File: src/rtl/wb_stage_if.sv
// wb_stage_if: MEM/WB-to-write-back bundle plus the write-back results that
// fan out to the register file, the EX-stage HI/LO bypass and the
// decode-stage same-edge bypass.
//   master : MEM/WB side (drives the pipeline fields, observes results)
//   slave  : write-back stage
interface wb_stage_if #(
  parameter int DATA_WIDTH     = 32,
  parameter int REG_ADDR_WIDTH = 5
);

  // Fields from the MEM/WB pipeline register
  logic                        RegWriteIn;
  logic [2:0]                  MemtoReg;
  logic [REG_ADDR_WIDTH-1:0]   WriteRegIn;
  logic [DATA_WIDTH-1:0]       ALUResult;
  logic [DATA_WIDTH-1:0]       ReadData;
  logic [DATA_WIDTH-1:0]       PCPlus4;
  logic [DATA_WIDTH-1:0]       LUIValue;
  logic [2*DATA_WIDTH-1:0]     Product;
  logic [3:0]                  HiLoEnable;
  logic                        MemRead;

  // Register-file write port
  logic                        RegWriteOut;
  logic [REG_ADDR_WIDTH-1:0]   WriteReg;
  logic [DATA_WIDTH-1:0]       WriteData;

  // Architectural HI/LO and their next-edge values
  logic [DATA_WIDTH-1:0]       Hi;
  logic [DATA_WIDTH-1:0]       Lo;
  logic [DATA_WIDTH-1:0]       HiNext;
  logic [DATA_WIDTH-1:0]       LoNext;

  // One-cycle delayed copy of the last register write
  logic                        PrevWriteValid;
  logic [REG_ADDR_WIDTH-1:0]   PrevWriteReg;
  logic [DATA_WIDTH-1:0]       PrevWriteData;

  modport master (
    output RegWriteIn, MemtoReg, WriteRegIn, ALUResult, ReadData, PCPlus4,
           LUIValue, Product, HiLoEnable, MemRead,
    input  RegWriteOut, WriteReg, WriteData, Hi, Lo, HiNext, LoNext,
           PrevWriteValid, PrevWriteReg, PrevWriteData
  );

  modport slave (
    input  RegWriteIn, MemtoReg, WriteRegIn, ALUResult, ReadData, PCPlus4,
           LUIValue, Product, HiLoEnable, MemRead,
    output RegWriteOut, WriteReg, WriteData, Hi, Lo, HiNext, LoNext,
           PrevWriteValid, PrevWriteReg, PrevWriteData
  );

endinterface

File: src/rtl/wb_stage.sv
// wb_stage: pipeline write-back stage.
//   - selects register-file write data and suppresses writes to $0
//   - owns the architectural HI/LO registers (mult, mthi, mtlo, madd/msub)
//   - exposes HiNext/LoNext for the EX-stage mfhi/mflo bypass
//   - keeps a one-cycle delayed copy of the last register write so decode
//     can bypass a write landing in the register file on its read edge
// Optional feature macro: WB_HILO_ACC_EN
//   defined   : HiLoEnable codes 2/3 perform 64-bit madd/msub
//   undefined : codes 2/3 are reserved (hold) and no 64-bit adder exists
module wb_stage #(
  parameter int DATA_WIDTH     = 32,
  parameter int REG_ADDR_WIDTH = 5
) (
  input  logic       Clk,
  input  logic       Reset,
  wb_stage_if.slave  bus
);

  // Write-data select codes carried in MemtoReg; 6 and 7 fall back to ALU
  typedef enum logic [2:0] {
    SEL_ALU  = 3'd0,
    SEL_MEM  = 3'd1,
    SEL_LINK = 3'd2,
    SEL_HI   = 3'd3,
    SEL_LO   = 3'd4,
    SEL_LUI  = 3'd5
  } wb_sel_e;

  // HI/LO operation codes carried in HiLoEnable; 6..15 are reserved (hold)
  typedef enum logic [3:0] {
    HILO_HOLD = 4'd0,
    HILO_MULT = 4'd1,
    HILO_MADD = 4'd2,
    HILO_MSUB = 4'd3,
    HILO_MTHI = 4'd4,
    HILO_MTLO = 4'd5
  } hilo_op_e;

  localparam int ACC_WIDTH = 2 * DATA_WIDTH;

  logic [DATA_WIDTH-1:0]     hi_q;
  logic [DATA_WIDTH-1:0]     lo_q;
  logic [DATA_WIDTH-1:0]     hi_next;
  logic [DATA_WIDTH-1:0]     lo_next;
  logic [DATA_WIDTH-1:0]     write_data;
  logic                      reg_write;
  logic                      prev_valid_q;
  logic [REG_ADDR_WIDTH-1:0] prev_reg_q;
  logic [DATA_WIDTH-1:0]     prev_data_q;

  // A load whose select is not the memory path is a decode error. The write
  // still follows MemtoReg, so the flag only exists as a hook for debug
  // tooling and is intentionally left unconsumed here.
  logic unused_decode_error;
  assign unused_decode_error = bus.MemRead & (bus.MemtoReg != SEL_MEM);

  // ---------------------------------------------------------------------------
  // Register-file write port
  // ---------------------------------------------------------------------------

  // $0 is hard-wired to zero, so a write addressed to it is dropped here
  // rather than relying on the register file to ignore it.
  assign reg_write = bus.RegWriteIn & (bus.WriteRegIn != '0);

  // Write-data mux; HI/LO reads use the registered values, not the bypass
  always_comb begin
    // NOTE: default assignment first so every path drives write_data and no latch is inferred.
    write_data = bus.ALUResult;
    case (bus.MemtoReg)
      SEL_ALU:  write_data = bus.ALUResult;
      SEL_MEM:  write_data = bus.ReadData;
      SEL_LINK: write_data = bus.PCPlus4;
      SEL_HI:   write_data = hi_q;
      SEL_LO:   write_data = lo_q;
      SEL_LUI:  write_data = bus.LUIValue;
      default:  write_data = bus.ALUResult;
    endcase
  end

  // ---------------------------------------------------------------------------
  // HI/LO next state
  // ---------------------------------------------------------------------------

`ifdef WB_HILO_ACC_EN
  // Full-width accumulate so the carry/borrow out of LO ripples into HI;
  // the top carry is dropped, giving modulo 2^(2*DATA_WIDTH) wrap.
  logic [ACC_WIDTH-1:0] acc_sum;
  logic [ACC_WIDTH-1:0] acc_diff;
  assign acc_sum  = {hi_q, lo_q} + bus.Product;
  assign acc_diff = {hi_q, lo_q} - bus.Product;
`endif

  // Decode HiLoEnable into the values HI/LO take at the next edge
  always_comb begin
    hi_next = hi_q;
    lo_next = lo_q;
    case (bus.HiLoEnable)
      HILO_MULT: {hi_next, lo_next} = bus.Product;
`ifdef WB_HILO_ACC_EN
      HILO_MADD: {hi_next, lo_next} = acc_sum;
      HILO_MSUB: {hi_next, lo_next} = acc_diff;
`endif
      HILO_MTHI: hi_next = bus.ALUResult;
      HILO_MTLO: lo_next = bus.ALUResult;
      default:   ;
    endcase
  end

  // ---------------------------------------------------------------------------
  // State
  // ---------------------------------------------------------------------------

  // HI/LO registers; reset wins over any in-flight mult/madd/msub
  always_ff @(posedge Clk) begin
    // NOTE: every register here is software-visible state, so all of it is cleared on reset.
    if (Reset) begin
      hi_q <= '0;
      lo_q <= '0;
    end else begin
      // NOTE: non-blocking assignments so all flops update from pre-edge values.
      hi_q <= hi_next;
      lo_q <= lo_next;
    end
  end

  // Delayed copy of the write retiring this cycle, for the decode bypass
  always_ff @(posedge Clk) begin
    if (Reset) begin
      prev_valid_q <= 1'b0;
      prev_reg_q   <= '0;
      prev_data_q  <= '0;
    end else begin
      prev_valid_q <= reg_write;
      prev_reg_q   <= bus.WriteRegIn;
      prev_data_q  <= write_data;
    end
  end

  // ---------------------------------------------------------------------------
  // Outputs
  // ---------------------------------------------------------------------------

  assign bus.RegWriteOut    = reg_write;
  assign bus.WriteReg       = bus.WriteRegIn;
  assign bus.WriteData      = write_data;
  assign bus.Hi             = hi_q;
  assign bus.Lo             = lo_q;
  assign bus.HiNext         = hi_next;
  assign bus.LoNext         = lo_next;
  assign bus.PrevWriteValid = prev_valid_q;
  assign bus.PrevWriteReg   = prev_reg_q;
  assign bus.PrevWriteData  = prev_data_q;

endmodule

File: src/flat_wrapper.sv
// flat-port wrapper written by rule: the top's interface ports become plain ports
module wb_stage_flat 
#(
  parameter int DATA_WIDTH     = 32,
  parameter int REG_ADDR_WIDTH = 5
)
  (Clk, Reset, bus_RegWriteIn, bus_MemtoReg, bus_WriteRegIn, bus_ALUResult, bus_ReadData, bus_PCPlus4, bus_LUIValue, bus_Product, bus_HiLoEnable, bus_MemRead, bus_RegWriteOut, bus_WriteReg, bus_WriteData, bus_Hi, bus_Lo, bus_HiNext, bus_LoNext, bus_PrevWriteValid, bus_PrevWriteReg, bus_PrevWriteData);
  wb_stage_if #(.DATA_WIDTH(DATA_WIDTH), .REG_ADDR_WIDTH(REG_ADDR_WIDTH)) bus_i ();
  input  logic Clk;
  input  logic Reset;
  input wire logic [$bits(bus_i.RegWriteIn)-1:0] bus_RegWriteIn;
  input wire logic [$bits(bus_i.MemtoReg)-1:0] bus_MemtoReg;
  input wire logic [$bits(bus_i.WriteRegIn)-1:0] bus_WriteRegIn;
  input wire logic [$bits(bus_i.ALUResult)-1:0] bus_ALUResult;
  input wire logic [$bits(bus_i.ReadData)-1:0] bus_ReadData;
  input wire logic [$bits(bus_i.PCPlus4)-1:0] bus_PCPlus4;
  input wire logic [$bits(bus_i.LUIValue)-1:0] bus_LUIValue;
  input wire logic [$bits(bus_i.Product)-1:0] bus_Product;
  input wire logic [$bits(bus_i.HiLoEnable)-1:0] bus_HiLoEnable;
  input wire logic [$bits(bus_i.MemRead)-1:0] bus_MemRead;
  output wire logic [$bits(bus_i.RegWriteOut)-1:0] bus_RegWriteOut;
  output wire logic [$bits(bus_i.WriteReg)-1:0] bus_WriteReg;
  output wire logic [$bits(bus_i.WriteData)-1:0] bus_WriteData;
  output wire logic [$bits(bus_i.Hi)-1:0] bus_Hi;
  output wire logic [$bits(bus_i.Lo)-1:0] bus_Lo;
  output wire logic [$bits(bus_i.HiNext)-1:0] bus_HiNext;
  output wire logic [$bits(bus_i.LoNext)-1:0] bus_LoNext;
  output wire logic [$bits(bus_i.PrevWriteValid)-1:0] bus_PrevWriteValid;
  output wire logic [$bits(bus_i.PrevWriteReg)-1:0] bus_PrevWriteReg;
  output wire logic [$bits(bus_i.PrevWriteData)-1:0] bus_PrevWriteData;
  assign bus_i.RegWriteIn = bus_RegWriteIn;
  assign bus_i.MemtoReg = bus_MemtoReg;
  assign bus_i.WriteRegIn = bus_WriteRegIn;
  assign bus_i.ALUResult = bus_ALUResult;
  assign bus_i.ReadData = bus_ReadData;
  assign bus_i.PCPlus4 = bus_PCPlus4;
  assign bus_i.LUIValue = bus_LUIValue;
  assign bus_i.Product = bus_Product;
  assign bus_i.HiLoEnable = bus_HiLoEnable;
  assign bus_i.MemRead = bus_MemRead;
  assign bus_RegWriteOut = bus_i.RegWriteOut;
  assign bus_WriteReg = bus_i.WriteReg;
  assign bus_WriteData = bus_i.WriteData;
  assign bus_Hi = bus_i.Hi;
  assign bus_Lo = bus_i.Lo;
  assign bus_HiNext = bus_i.HiNext;
  assign bus_LoNext = bus_i.LoNext;
  assign bus_PrevWriteValid = bus_i.PrevWriteValid;
  assign bus_PrevWriteReg = bus_i.PrevWriteReg;
  assign bus_PrevWriteData = bus_i.PrevWriteData;
  wb_stage #(.DATA_WIDTH(DATA_WIDTH), .REG_ADDR_WIDTH(REG_ADDR_WIDTH)) u_core (.Clk(Clk), .Reset(Reset), .bus(bus_i));
endmodule
File: config.mk
export PLATFORM = sky130hd
export DESIGN_NAME = wb_stage_flat
export DESIGN_NICKNAME = d
export VERILOG_FILES = /design/src/rtl/wb_stage_if.sv /design/src/rtl/wb_stage.sv /design/src/flat_wrapper.sv
export SDC_FILE = /design/constraint.sdc
export NUM_CORES = 1
export LEC_CHECK = 0
export CORE_AREA = 4 4 157 159
export CTS_CLUSTER_SIZE = 24
export DETAILED_ROUTE_END_ITERATION = 10
export DIE_AREA = 0 0 161 163
export GPL_TIMING_DRIVEN = 0
export PLACE_DENSITY_LB_ADDON = 0.08
export SLEW_MARGIN = 40
export SYNTH_ARGS = -nofsm -noshare
export SYNTH_HDL_FRONTEND = slang
export SYNTH_SLANG_ARGS = --single-unit
File: constraint.sdc
create_clock -name Clk -period 3.5 [get_ports Clk]
set_input_delay 1.05 -clock Clk [delete_from_list [all_inputs] [get_ports Clk]]
set_output_delay 1.05 -clock Clk [all_outputs]
set_load 0.005 [all_outputs]
==> results of run 1 <==
[final cells by class]
cell class / instances / area share
clock inverters: 5 / 0.005171
multi-input cells: 543 / 0.3167
well taps: 319 / 0.03509
flip-flops and latches: 102 / 0.1795
plain buffers: 72 / 0.06403
repair buffers: 449 / 0.3772
inverters: 3 / 0.001210
clock buffers: 10 / 0.02101
[critical path, delay by kind of cell]
| family | cells | cell delay (ps) |
|---|---|---|
| buf+inv | 5 | 780 |
| compound gates | 3 | 480 |
| simple gates | 1 | 130 |
[power by group through the flow]
stage,clock [mW],combinational [mW],sequential (mW)
global placement,0,1.14,1.29
global route,1.13,1.29,1.27
detailed placement,0,1.14,1.29
finish,1.07,1.20,1.27
CTS,1.10,1.20,1.26
floorplan,0,0.379,1.29
[state kept, by name (all words and copies together), names as in the netlist]
register                   cells
u_core.bus.PrevWriteValid      1
u_core.bus.PrevWriteReg        5
u_core.bus.PrevWriteData      32
u_core.bus.Lo                 32
u_core.bus.Hi                 32
[Yosys cell counts, types with 13 or more instances]
cell type	n	area share
a21o_1	21	0.027
o21ai_0	32	0.028
clkbuf_1	30	0.020
a22oi_1	74	0.097
nor3_1	13	0.011
mux2i_1	33	0.058
buf_2	32	0.028
nand2_1	104	0.068
nor2b_1	19	0.021
o21a_1	21	0.027
a21oi_1	64	0.056
o211a_1	20	0.035
dfxtp_1	102	0.36
nor2_1	59	0.039
and2_1	34	0.037
o2111ai_1	20	0.031
[metal layers]
layer	up-vias	GRT usage	part of all wire
met4	0	0.07716	0.023
met2	298	0.4628	0.50
met5	-	0	0
met3	38	0.06125	0.068
li1	3527	-	-
met1	3496	0.3066	0.41
[cells by family (layout without fill, tap and decap cells)]
family,Yosys count,in the layout,share of synthesized area
AO/OA/AOI/OAI,265,265,0.3255
buffers and inverters,76,539,0.06322
multiplexers,33,33,0.05755
AND/OR/NAND/NOR,245,245,0.1979
flip-flops,102,102,0.3558
[final timing paths]
path	startpoint	to
hold reg to reg	u_core.bus.Hi[15]	u_core.bus.Hi[15]
hold / removal	u_core.bus.Hi[15]	u_core.bus.Hi[15]
setup reg to reg	u_core.bus.Hi[17]	u_core.bus.PrevWriteData[17]
setup / recovery	bus_MemtoReg[0]	bus_WriteData[9]
[through the flow]
stage	setup WS [ps]	power [mW]	hold slack, ps	setup TNS, ps	util
finish	2.312	3.537	501.8	0	0.4889
global route	-37.03	3.692	530.0	-102.4	0.4889
CTS	-99.14	3.558	503.5	-99.14	0.4846
detailed placement	-1170	2.432	493.5	-85280	0.4394
global placement	-1293	2.432	489.9	-94130	0.4390
floorplan	412.8	1.671	487.6	0	-
[repair_timing]
item,CTS,global route
setup endpoints to repair,97,58
buffers inserted,29,8
resized for setup,354,36
pin swaps,6,10
gates cloned,5,0
==> impl_results.md, run 1 <==
* Overall Global Routing Usage at 0.2580
* Storage cell area at slightly above 2000 um2
* Fin Clk Skew at just under 10 ps
* Number of distinct library cells after synthesis at 28
* CTS hold repair buffers at 0
* Antenna cells at 0
* Clk buf depth at 2
* Cell mode on critical path: buf_4
* Fill count at 2,392
* Clk sink count at just over 100
* Detail Placement HPWL at 27,230 um
* Fmax at about 290 MHz
* Crit path time final at about 3500 ps
* Largest stage delay on the critical path at around 260 ps
* Initial antenna violation count at 0
* Fraction of registers with async set/reset at 0
* Placer Congestion at a little over 0.8
* Post-route cell area at between 10,000 and 15,000 um2
* Placed cell areas at a little over 10,000 um2
* Area grow syn2layout at 98.17%
* Root buffer cell: clkbuf_16
* Remaining global-route overflow at 0
* Switch share at 0.2973
* Crit-path max FO at 5
* Register-to-Register Setup Slack at 2360 ps
* Inst Count DP at between 1,000 and 1,500
* CP Launch Type: input port
* Worst Path Arrival at approximately 2500 ps
* Most frequent cells in the layout: clkdlybuf4s50_1 (301), dfxtp_1 (102), nand2_1 (99), a22oi_1 (67), dlygate4sd2_1 (67)
* Mapped cell area at between 5000 and 6000 um2
* Logic pwr share at 0.341
* Most common cell after layout, fill and taps aside: clkdlybuf4s50_1
* Vias in the first global route at around 7,600
* Sw Pwr at between 1 and 1.5 mW
* Sequential share of power at 0.358
* Fin nets at about 1,400
* First-pass GRT wire length at 50,290 um
* Final setup viols at 0
* Tcrit/Tclk final at 0.9993
* Req. time, crit path at 2450 ps
* Max Cap Viol at 0
* Clk pwr share at 0.302
* Clock latency on the worst-skew pair at 360 ps
* Largest net degree at the start of global routing at 17
* Footprint of the multi-input gates at around 3600 um2
* Starting Density at 0.2467
* Core area at approximately 23,000 um2
* Crit path capture type: primary output
* Chip width at between 150 and 200 um
* Drt pass-1 iters at 4
* Worst-Margin Slew at about 740 ps
* Post-Syn Nets at 929
* Register area share after synthesis at 0.3558
* DR DRC count at 0
* WS Path Type: in2out
* Final Max Tran Viols at 0
* Pwr per Cell Area at between 300 and 400 nW/um2
* Row Count at 56
* Top-Level Pins at about 410
* Vias per inst at approximately 4.9
* Drt wl/cell at ~24 um
* Number of I/O port buffers at a little over 400
* Syn_area_per_cell at ~8 um2
* R2r worst-path depth at 5
* Die area at roughly 26,000 um2
* Initial drt markers at just under 400
* EDFF count, synth at 0
* Main synth FF type: dfxtp_1
* Clk pin slew, worst setup/hold paths at 70 ps
* CTS Buf Count at 9
* Hold Path Depth at 2
* Pleak at 5.013 nW
* P_int at roughly 2.5 mW
* RSZ-0062 raised after global routing: true
* Share of layout cells above drive strength 1 at 0.1765
* CP max-delay cell: dlygate4sd2_1
* Slew headroom at 0.5041
* Worst vdd ir at approximately 170 uV
* CTS tree: built
* FF+latch count, synth at 102
* Outcome: completed
* Critical path cell sequence: buf_6, nor2b_4, buf_4, buf_8, buf_4, a22oi_2, o2111ai_4, o21a_1, dlygate4sd2_1
* H-tree Lvls at 3
* Hold/Removal Path Class: reg2reg
* Hold Fails Final Rpt at 0
* Routed via count at between 7,000 and 8,000
* Final WL at approximately 35,000 um
* ANT nets after route at 0
* DIE HEIGHT at ~160 um
* Cell count after synthesis at slightly above 700
* Cell Count, Final, Fillers Out at ~1,500
* Yosys warning count at 0
Note: power is estimated with default switching activity, not from simulation.
==> run 2: changes to the inputs <==
--- a/config.mk
+++ b/config.mk
@@ -10,6 +10,7 @@
 export DETAILED_ROUTE_END_ITERATION = 10
 export DIE_AREA = 0 0 161 163
 export GPL_TIMING_DRIVEN = 0
+export MAX_ROUTING_LAYER = met4
 export PLACE_DENSITY_LB_ADDON = 0.08
 export SLEW_MARGIN = 40
 export SYNTH_ARGS = -nofsm -noshare
==> run 2 against run 1 <==
Effect of this change:
- the run now ends with negative setup slack left
- via count is 0.43% lower
- core utilization hardly changed
- global-route usage is 0.73 points higher
- critical path type unchanged
- largest cell class unchanged
==> impl_results.md, run 2 (synthesis gave the netlist of run 1 again) <==
* Drt wl/cell at roughly 24 um
* Starting Density at 0.2467
* Chip width at 161 um
* H-tree Lvls at 3
* Detail Placement HPWL at roughly 27,000 um
* Max Cap Viol at 0
* Worst slack at placement at -1170 ps
* Register-to-Register Setup Slack at 2370 ps
* Clk pin slew, worst setup/hold paths at 70 ps
* Global route hottest layer: met2
* Die area at between 20,000 and 30,000 um2
* Clk buf depth at 2
* Placer Congestion at between 0.8 and 0.9
* Row Count at 56
* Hold WS at around 500 ps
* Area grow syn2layout at 98.06%
* Hold/Removal Path Class: reg2reg
* Vias per inst at between 4 and 5
* R2r worst-path depth at 5
* Clk sink count at around 100
* Final Max Tran Viols at 0
* Crit-path max FO at 5
* Met3 Use GR at 0.05923
* Worst Path Arrival at between 2000 and 2500 ps
* Fmax at between 200 and 300 MHz
* Overall Global Routing Usage at 0.2654
* Pwr per Cell Area at 311.0 nW/um2
* Worst Hold End: u_core.bus.Hi[15]
* Remaining global-route overflow at 0
* Outcome: finished, violations left
* CTS hold repair buffers at 0
* WS Path Type: in2out
* Drt pass-1 iters at 5
* CP Launch Type: input port
* Core area at between 20,000 and 25,000 um2
* Number of I/O port buffers at about 400
* First-pass GRT wire length at ~50,000 um
* DIE HEIGHT at ~160 um
* Top-Level Pins at roughly 410
* Worst-Margin Slew at about 760 ps
* CTS Buf Count at 9
* Tcrit/Tclk final at 1.002
* Antenna cells at 0
* Final setup viols at 1
* Req. time, crit path at 2450 ps
* Final WL at between 30,000 and 40,000 um
* Root buffer cell: clkbuf_16
* CTS tree: built
* Most frequent cells in the layout: clkdlybuf4s50_1 (301), dfxtp_1 (102), nand2_1 (99), a22oi_1 (67), dlygate4sd2_1 (67)
* Hold Fails Final Rpt at 0
* Utilization after layout at 0.4887
* Most common cell after layout, fill and taps aside: clkdlybuf4s50_1
* M2 GR Usage at 0.4605
* Violated checks: negative setup slack
* Setup TNS at -7.970 ps
* Fin nets at roughly 1,400
* Initial antenna violation count at 0
* Slew headroom at 0.4933
* Final setup margin at -7.970 ps
* Initial drt markers at 450
* Crit path time final at about 3500 ps
* Pleak at 5.010 nW
* Routed via count at 7,327
* Hold Path Depth at 2
* Min-delay src: u_core.bus.Hi[15]
* Crit path capture type: primary output
* Vias in the first global route at roughly 7,700
* Fin Clk Skew at roughly 10 ps
* Clock latency on the worst-skew pair at between 300 and 400 ps
* DR DRC count at 0
* Share of layout cells above drive strength 1 at 0.1757
* RSZ-0062 raised after global routing: true
* Met1 usage at 0.3080
* R2R Path End: u_core.bus.PrevWriteData[17]
* Start of the worst register-to-register path: u_core.bus.Hi[17]
* Largest net degree at the start of global routing at 17
* Pwr Total at approximately 3.5 mW
* ANT nets after route at 0
* Worst vdd ir at ~170 uV
## run 2: power breakdown
part           leakage [nW]  internal, mW  switching, mW  total (mW)
clock network         0.141         0.573          0.494        1.07
registers             0.838          1.23         0.0375        1.27
logic                  4.03         0.684          0.519        1.20
total                  5.01          2.48           1.05        3.54
## run 2: metrics by stage
step,cells,cell area (um2)
global placement,1447,10210
floorplan,721,5739
detailed placement,1447,10220
finish,1503,11370
global route,1503,11370
CTS,1495,11270
## run 2: area by class of cell
cell class | instances | area [um2]
Multi-Input combinational cell | 543 | 3596
Timing Repair Buffer | 449 | 4290
Clock inverter | 5 | 58.81
Fill cell | 2393 | 11900
Buffer | 72 | 728.2
Sequential cell | 102 | 2042
Clock buffer | 10 | 239.0
Inverter | 3 | 13.76
Tap cell | 319 | 399.1
## run 2: how the worst max path moves through the flow
stage	start	end	slack [ps]	cells past startpoint
floorplan	bus_MemtoReg[1]	bus_WriteData[0]	410	6
global placement	bus_HiLoEnable[3]	bus_HiNext[11]	-1290	7
detailed placement	bus_MemtoReg[2]	bus_WriteData[20]	-1170	7
CTS	bus_MemtoReg[0]	bus_WriteData[28]	-100	8
global route	bus_MemtoReg[0]	bus_WriteData[11]	-40	9
finish	bus_MemtoReg[0]	bus_WriteData[0]	-8	9
## run 2: what timing repair did
action                     4_1_cts  5_1_grt
setup buffers                   29        8
pin swaps                        6       10
gates cloned                     5        0
setup endpoints to repair       97       59
resized for setup              354       35
## run 2: per-layer routing
metal / wire length, um / part of all wire
met3: 2423 / 0.068
met5: 0 / 0
met4: 898 / 0.025
met2: 17560 / 0.50
met1: 14500 / 0.41
## run 2: worst max-delay path: stages
cell and delay, ps:
buf_6 110, nor2b_4 130, buf_4 130, buf_8 130, buf_4 160, a22oi_2 200
o2111ai_2 140, o21a_1 130, dlygate4sd2_1 280
